### src/rtl/mult_div_unit.sv
// Iterative multiply/divide unit with HI/LO result registers.
// Multiply is shift-add and divide is restoring; each takes one operand bit
// per cycle for WIDTH cycles in CALC. After that, a single FIX cycle applies
// sign correction and writes the result to hi/lo.
//
// Handshake: start is sampled only in IDLE. An accepted mul/div raises busy
// from the next cycle through FIX. The cycle after FIX, done pulses once and
// hi/lo hold the result. A new start may be presented in that done cycle.
// flush squashes an in-flight op without touching hi/lo.
module mult_div_unit #(
  parameter int WIDTH = 32,
  parameter int CNT_W = 6
) (
  input  logic             clk,
  input  logic             rst_n,
  input  logic             start,
  input  logic [2:0]       op,
  input  logic [WIDTH-1:0] a,
  input  logic [WIDTH-1:0] b,
  input  logic             flush,
  output logic             busy,
  output logic             done,
  output logic [WIDTH-1:0] hi,
  output logic [WIDTH-1:0] lo
);

  typedef enum logic [1:0] {
    S_IDLE = 2'd0,
    S_CALC = 2'd1,
    S_FIX  = 2'd2
  } state_t;

  state_t             state;
  state_t             state_nxt;
  logic [CNT_W-1:0]   cnt;
  logic               is_div;
  logic               neg_main;  // negate product / quotient
  logic               neg_rem;   // negate remainder (dividend was negative)
  logic               div_zero;
  logic [WIDTH-1:0]   opd;       // multiplicand (mul) or divisor (div), magnitude
  logic [2*WIDTH-1:0] acc;       // mul: {partial, multiplier}; div: {remainder, dividend/quotient}

  logic               idle_req;
  logic               accept;
  logic               mv_hi;
  logic               mv_lo;
  logic               last;
  logic [WIDTH-1:0]   a_abs;
  logic [WIDTH-1:0]   b_abs;
  logic [WIDTH:0]     mul_sum;
  logic [2*WIDTH-1:0] mul_next;
  logic [WIDTH:0]     rem_sh;
  logic [WIDTH:0]     rem_diff;
  logic               q_bit;
  logic [2*WIDTH-1:0] div_next;
  logic [2*WIDTH-1:0] prod_fix;
  logic [WIDTH-1:0]   quo_fix;
  logic [WIDTH-1:0]   rem_fix;

  // A flush arriving alongside start wins, so nothing is taken from IDLE.
  assign idle_req = (state == S_IDLE) && start && !flush;
  assign accept   = idle_req && !op[2];
  assign mv_hi    = idle_req && (op == 3'b100);
  assign mv_lo    = idle_req && (op == 3'b101);
  assign last     = (cnt == CNT_W'(WIDTH - 1));
  assign busy     = (state == S_CALC) || (state == S_FIX);

  // Signed ops (op[0]=1) work on magnitudes; signs are restored in FIX.
  assign a_abs = (op[0] && a[WIDTH-1]) ? -a : a;
  assign b_abs = (op[0] && b[WIDTH-1]) ? -b : b;

  // One shift-add step: optionally add the multiplicand into the upper half,
  // then shift the whole accumulator right, keeping the carry.
  assign mul_sum  = {1'b0, acc[2*WIDTH-1:WIDTH]} + (acc[0] ? {1'b0, opd} : {(WIDTH+1){1'b0}});
  assign mul_next = {mul_sum, acc[WIDTH-1:1]};

  // One restoring-division step. A zero divisor always "fits", which makes
  // the quotient all ones and leaves the dividend as the remainder.
  assign rem_sh   = acc[2*WIDTH-1:WIDTH-1];
  assign rem_diff = rem_sh - {1'b0, opd};
  assign q_bit    = ~rem_diff[WIDTH];
  assign div_next = {(q_bit ? rem_diff[WIDTH-1:0] : rem_sh[WIDTH-1:0]), acc[WIDTH-2:0], q_bit};

  // Sign correction applied while in FIX.
  assign prod_fix = neg_main ? -acc : acc;
  assign quo_fix  = div_zero ? {WIDTH{1'b1}} : (neg_main ? -acc[WIDTH-1:0] : acc[WIDTH-1:0]);
  assign rem_fix  = neg_rem ? -acc[2*WIDTH-1:WIDTH] : acc[2*WIDTH-1:WIDTH];

  // State register.
  always_ff @(posedge clk or negedge rst_n) begin
    if (!rst_n) state <= S_IDLE;
    else        state <= state_nxt;
  end

  // Next-state decode.
  always_comb begin
    state_nxt = state;
    case (state)
      S_IDLE: if (accept) state_nxt = S_CALC;
      S_CALC: begin
        if (flush)     state_nxt = S_IDLE;
        else if (last) state_nxt = S_FIX;
      end
      S_FIX:  state_nxt = S_IDLE;
      default: state_nxt = S_IDLE;
    endcase
  end

  // Operand latch, iteration datapath, result registers and done pulse.
  always_ff @(posedge clk or negedge rst_n) begin
    if (!rst_n) begin
      cnt      <= '0;
      is_div   <= 1'b0;
      neg_main <= 1'b0;
      neg_rem  <= 1'b0;
      div_zero <= 1'b0;
      opd      <= '0;
      acc      <= '0;
      hi       <= '0;
      lo       <= '0;
      done     <= 1'b0;
    end else begin
      done <= (state == S_FIX) && !flush;
      case (state)
        S_IDLE: begin
          if (accept) begin
            cnt      <= '0;
            is_div   <= op[1];
            neg_main <= op[0] && (a[WIDTH-1] ^ b[WIDTH-1]);
            neg_rem  <= op[0] && op[1] && a[WIDTH-1];
            div_zero <= op[1] && (b == '0);
            opd      <= op[1] ? b_abs : a_abs;
            acc      <= {{WIDTH{1'b0}}, (op[1] ? a_abs : b_abs)};
          end
          if (mv_hi) hi <= a;
          if (mv_lo) lo <= a;
        end
        S_CALC: begin
          if (!flush) begin
            acc <= is_div ? div_next : mul_next;
            cnt <= cnt + 1'b1;
          end
        end
        S_FIX: begin
          if (!flush) begin
            if (is_div) begin
              hi <= rem_fix;
              lo <= quo_fix;
            end else begin
              hi <= prod_fix[2*WIDTH-1:WIDTH];
              lo <= prod_fix[WIDTH-1:0];
            end
          end
        end
        default: ;
      endcase
    end
  end

endmodule

### config.mk
export PLATFORM = sky130hd
export DESIGN_NAME = mult_div_unit
export DESIGN_NICKNAME = d
export VERILOG_FILES = /design/src/rtl/mult_div_unit.sv
export SDC_FILE = /design/constraint.sdc
export NUM_CORES = 1
export LEC_CHECK = 0
export BUFFER_PORTS_ARGS = -buffer_cell sky130_fd_sc_hd__buf_4
export CORE_MARGIN = 2
export CORE_UTILIZATION = 45
export DETAILED_ROUTE_END_ITERATION = 10
export HOLD_SLACK_MARGIN = 0.1
export PLACE_DENSITY = 0.74
export SLEW_MARGIN = 40
export SYNTH_ARGS = -nofsm -noshare
export SYNTH_HDL_FRONTEND = slang
export SYNTH_SLANG_ARGS = --single-unit
### constraint.sdc
create_clock -name clk -period 6.3 [get_ports clk]
set_input_delay 1.89 -clock clk [delete_from_list [all_inputs] [get_ports clk]]
set_output_delay 1.89 -clock clk [all_outputs]
set_load 0.02 [all_outputs]
# Word level (Yosys, flattened, before mapping)
# Index checks and enable logic that the tools add are counted.
# word_totals
ff_bits	173
latchBits	0
ram_bits	0
romBits	0
in_bits	71
output_inout_bits	66
elab_cells	85
mem_count	0
# op_classes
add_sub_neg	8
mul	0
div	0
n_lt_le_gt_ge	0
n_eq_ne	11
n_shift	0
muxes	29
bitwise	2
reduce_logical	24
# op_table
operator	count
2-to-1 mux 32 bit	15
2-to-1 mux 64 bit	4
negation 32 bit	4
case mux 32 bit (2 select lines)	2
case mux 64 bit (2 select lines)	1
negation 64 bit	1
adder 32 x 32 -> 33 bit	1
subtractor 33 x 32 -> 33 bit	1
logical NOT 32 bit	1
logical AND 1 bit	12
2-to-1 mux 6 bit	2
case mux 6 bit (2 select lines)	1
inequality test 2 bit, second input constant	5
AND reduction 3 bit	3
adder 6 x 1 -> 6 bit, second input constant	1
equality test 3 bit, second input constant	2
equality test 6 x 5 -> 1 bit, second input constant	1
2-to-1 mux 2 bit	3
case mux 2 bit (2 select lines)	1
AND reduction 2 bit	2
nonzero test 2 bit	2
inequality test 3 bit, second input constant	1
equality test 2 x 1 -> 1 bit, second input constant	1
equality test 2 bit, second input constant	1
other kinds (5)	6

# Logic depth before layout (Yosys ltp)
# depth
ltp_word	6
ltp_mapped	15
depth_no_buf	13

# Worst setup path after synthesis
# No wires, ideal clock.
# synth_path
kind	input to register
from	in b[1]
to	reg acc[27]
setup_time_ns	0.135
arrival_time_ns	3.973
required_ns	6.165
path_slack_ns	2.192
stages	9
n_path_buf	0
path_cell_list	or4_1 -> nor4_2 -> nand2_1 -> or3_1 -> o41ai_2 -> xor2_1 -> nor2_1 -> a21oi_1 -> o21ai_0
# synth_between
elab_chain_len	5
# synth_lines
element	line_no	text
start, declared	19	input logic [WIDTH-1:0] b,
negation 32 bit	70	assign b_abs = (op[0] && b[WIDTH-1]) ? -b : b;
2-to-1 mux 32 bit	70	
2-to-1 mux 32 bit	133	acc <= {{WIDTH{1'b0}}, (op[1] ? a_abs : b_abs)};
2-to-1 mux 64 bit	126	if (accept) begin
case mux 64 bit (2 select lines)	124	case (state)
end signal, assigned	133	
end signal, assigned	140	acc <= is_div ? div_next : mul_next;
end, declared	41	logic [2*WIDTH-1:0] acc;
# Every way passes these cells. The select of a mux whose other input is x is not followed.
# A chain may end at the register's enable or synchronous reset.

# Final worst setup path
# layout_path
from	reg acc[31]
to	reg acc[42]
# layout_between
elab_chain_len	5
# layout_lines
element	line_no	text
subtractor 33 x 32 -> 33 bit	80	assign rem_diff = rem_sh - {1'b0, opd};
2-to-1 mux 32 bit	82	assign div_next = {(q_bit ? rem_diff[WIDTH-1:0] : rem_sh[WIDTH-1:0]), acc[WIDTH-2:0], q_bit};
2-to-1 mux 64 bit	140	
2-to-1 mux 64 bit	139	if (!flush) begin
case mux 64 bit (2 select lines)	124	
# Every way passes these cells. The select of a mux whose other input is x is not followed.

==> results.cfg <==
[layout]
stdcell_area_sq_mm = 0.0172
layout.nets = 2165
diodes = 0
drive_above_1_share = 0.126
area.growth.synth_to_final_pct = 12.5
layout_commonest_cell = sky130_fd_sc_hd__nand2_1
layout.cells.most_common_list = sky130_fd_sc_hd__nand2_1, sky130_fd_sc_hd__o21ai_0, sky130_fd_sc_hd__dfrtp_1
fillerInstances = 3194

[timing]
final_min_period_over_clock_period = 0.687
worst-slew-pin-transition_ns = 0.834
setup_total_negative_slack_ns = 0
clock.fmax_mhz = 231
rsz0062_at_grt = no
layout_min_cycle_time_ns = 4.33
relative_slew_margins = 0.444
fin_worst_skew_ns = 0.0116
timing.final.max_slew_violations = 0
timing.final.hold_violations = 0
setup_viol_count_final = 0

[pwr]
power_density_mw_per_mm2 = 490
power.static_leakage_uw = 0.00745
ir_worst_vdd_mv = 0.269

[placement]
post_dp_cell_area_sq_mm = 0.0166
io_buffer_count = 136
place.detailed.hpwl_um = 40300
gp_routability_congestion = 0.962

[floorplanning]
design.die.area_sq_mm = 0.0356
floorplan.die.width_um = 189
fp-row-count = 67
top_level_ports = 137
die_height_um = 189
initial_core_util = 0.457
floorplan_core_area_sq_mm = 0.0335

[clock_network]
postCtsResizedCells = 0
clock_tree_from_tritoncts = built
cts_setup_buffers = 0
cts_inserted_buffers = 17
insertion_delay_ns = 0.44
hold_buffers = 0
ctsLongestPathBuffers = 2
cts-htree-levels = 4
cts_root_buffer = sky130_fd_sc_hd__clkbuf_16
worst_setup_hold_path_clk_slew_ns = 0.08
cts_sinks = 173

[critical_path]
critical_register_to_register_path_startpoint = acc[31]$_DFFE_PN0P_
critPathTopFamily = compound AO/OA/AOI/OAI gates
worstSetupEndpointType = register
crit_start = acc[31]$_DFFE_PN0P_
timing.critical_path.buf_inv = 3
worstPathMaxFanout = 27
timing.critical_path.cells = inv_1 -> ha_1 -> fa_1 -> nand2b_1 -> a21o_1 -> a21oi_1 -> o21ai_1 -> a21o_1 -> a311oi_4 -> buf_4 -> buf_4 -> mux2i_1 -> o221ai_1
cp_data_required_time_ns = 6.61
critical_path.max_stage_delay_ns = 0.62
crit_arrival_ns = 4.64
timing.critical_path.from_type = register
crit_slowest_cell = sky130_fd_sc_hd__a311oi_4
path_class = register to register

[grt]
total_global_routing_track_utilization = 0.293
wire_length_of_the_first_global_routing_pass_um = 82000
grt_overflow = 0
first_global_vias = 14236
antenna_found_initial = 0
pin_count_of_the_biggest_net_entering_global_routing = 92

[run_status]
status = finished clean

[logic_synthesis]
dominantRegCellSynth = sky130_fd_sc_hd__dfrtp_1
ys_types = 78
synth.avg_cell_area_sq_um = 7.77
register_area_share_after_synthesis = 0.282
postSynthRegisterBits = 173
synth_warnings = 0
syn_area_sq_mm = 0.0153
number_of_synthesized_flops_with_an_enable_pin = 0
synth-async-reset-ratio = 1.00
cell_count_after_synthesis = 1972
synth.net_count = 2117

[routing]
dr.first_iter.drc_count = 1848
detail_route.first_pass.iterations = 6
ant_nets = 0
post-route-drc-count = 0
routed-via-count = 15478
routed_via_density = 6.24
wl_per_cell_um = 21.3
drt-total-wl_um = 52900

[run]
maxCapViolCount = 0

[min_path]
worst_hold_startpoint = lo[27]$_DFFE_PN0P_
hold_path_class = register to register
==> Yosys cell counts (12+ instances only) <==
library cell                 n  area (sq um)
sky130_fd_sc_hd__a211oi_1   27           203
sky130_fd_sc_hd__a21o_1     30           225
sky130_fd_sc_hd__a21oi_1   167           836
sky130_fd_sc_hd__a22oi_1    13          97.6
sky130_fd_sc_hd__and2_1     12          75.1
sky130_fd_sc_hd__and3_1     12          75.1
sky130_fd_sc_hd__buf_1      14          52.6
sky130_fd_sc_hd__clkbuf_1   99           372
sky130_fd_sc_hd__dfrtp_1   173          4330
sky130_fd_sc_hd__ha_1       72           901
sky130_fd_sc_hd__inv_1      66           248
sky130_fd_sc_hd__mux2_2     32           360
sky130_fd_sc_hd__mux2i_1    60           601
sky130_fd_sc_hd__nand2_1   241           905
sky130_fd_sc_hd__nand2b_1   18           113
sky130_fd_sc_hd__nand3_1    45           225
sky130_fd_sc_hd__nand4_1    13          81.3
sky130_fd_sc_hd__nor2_1    171           642
sky130_fd_sc_hd__nor2b_1    12          75.1
sky130_fd_sc_hd__nor3_1     31           155
sky130_fd_sc_hd__nor4_1     13          81.3
sky130_fd_sc_hd__o211ai_1   22           165
sky130_fd_sc_hd__o21ai_0   201          1010
sky130_fd_sc_hd__o21ai_1    19          95.1
sky130_fd_sc_hd__o22ai_1    28           175
sky130_fd_sc_hd__o31ai_1    29           218
sky130_fd_sc_hd__or3_1      16           100
sky130_fd_sc_hd__or4_1      12          90.1
sky130_fd_sc_hd__xnor2_1   105           920
sky130_fd_sc_hd__xor2_1     74           648
==> final cells by class <==
cell class	instances	area (sq um)	share of cell area
flip-flops and latches	173	4330	0.251
inverters	66	248	0.0144
well taps	448	561	0.0325
multi-input cells	1608	10300	0.599
clock inverters	15	165	0.00958
clock buffers	17	425	0.0247
repair buffers	154	1180	0.0686
==> worst register-to-register path, delay by kind of cell, from the launching register on <==
family          cells  cell delay (ns)
compound gates      6             1.75
fa+ha+maj           2             0.63
buf+inv             3             0.87
flops               1             0.55
mux                 1             0.23
simple gates        1             0.18
==> path summary, 6_finish.rpt <==
path	end	slack [ns]	cells past startpoint
min in group asynchronous	acc[6]$_DFFE_PN0P_	1.43	1
worst min-delay path	lo[27]$_DFFE_PN0P_	0.49	2
max in group asynchronous	is_div$_DFFE_PN0P_	3.88	2
worst max-delay path	acc[42]$_DFFE_PN0P_	1.97	13
worst max register to register	acc[42]$_DFFE_PN0P_	1.97	13
worst min register to register	lo[27]$_DFFE_PN0P_	0.49	2
==> layer usage <==
layer | routed length (um) | global-route usage | vias up | part of all wire
li1 | - | - | 7196 | -
met1 | 23200 | 0.430 | 7266 | 0.44
met2 | 21900 | 0.427 | 881 | 0.41
met3 | 5690 | 0.0507 | 135 | 0.11
met4 | 2180 | 0.113 | 0 | 0.041
met5 | 0 | 0 | - | 0
==> per-stage QoR <==
stage                     cells  utilization  worst slack, ns  hold WS [ns]  total power, uW
after floorplan            1972            -             2.19         0.450             5660
after global placement     2449        0.496             1.49         0.466             7120
after detailed placement   2449        0.496             1.47         0.473             7230
after CTS                  2481        0.514             1.94         0.489             8320
after global routing       2481        0.514             1.70         0.510             9020
final                      2481        0.514             1.97         0.487             8450
==> report_power, final <==
part           switching [uW]  internal, uW
registers                 674          1540
clock network             549           537
logic                    3110          2040
==> cell families after synthesis <==
kind of cell,after synthesis,share of synthesized area
XOR/XNOR,179,0.102
multiplexers,92,0.0627
buffers and inverters,191,0.0483
flip-flops,173,0.282
AND/OR/NAND/NOR,632,0.192
AO/OA/AOI/OAI,631,0.251
adder cells (fa/ha/maj),74,0.0614
==> flip-flops by register name (all words and copies together), names as in the netlist <==
name and cells:
neg_rem 1, cnt 6, neg_main 1, hi 32, is_div 1, lo 32
div_zero 1, done 1, opd 32, state 2, acc 64
Power figures use the tool's default switching activity.
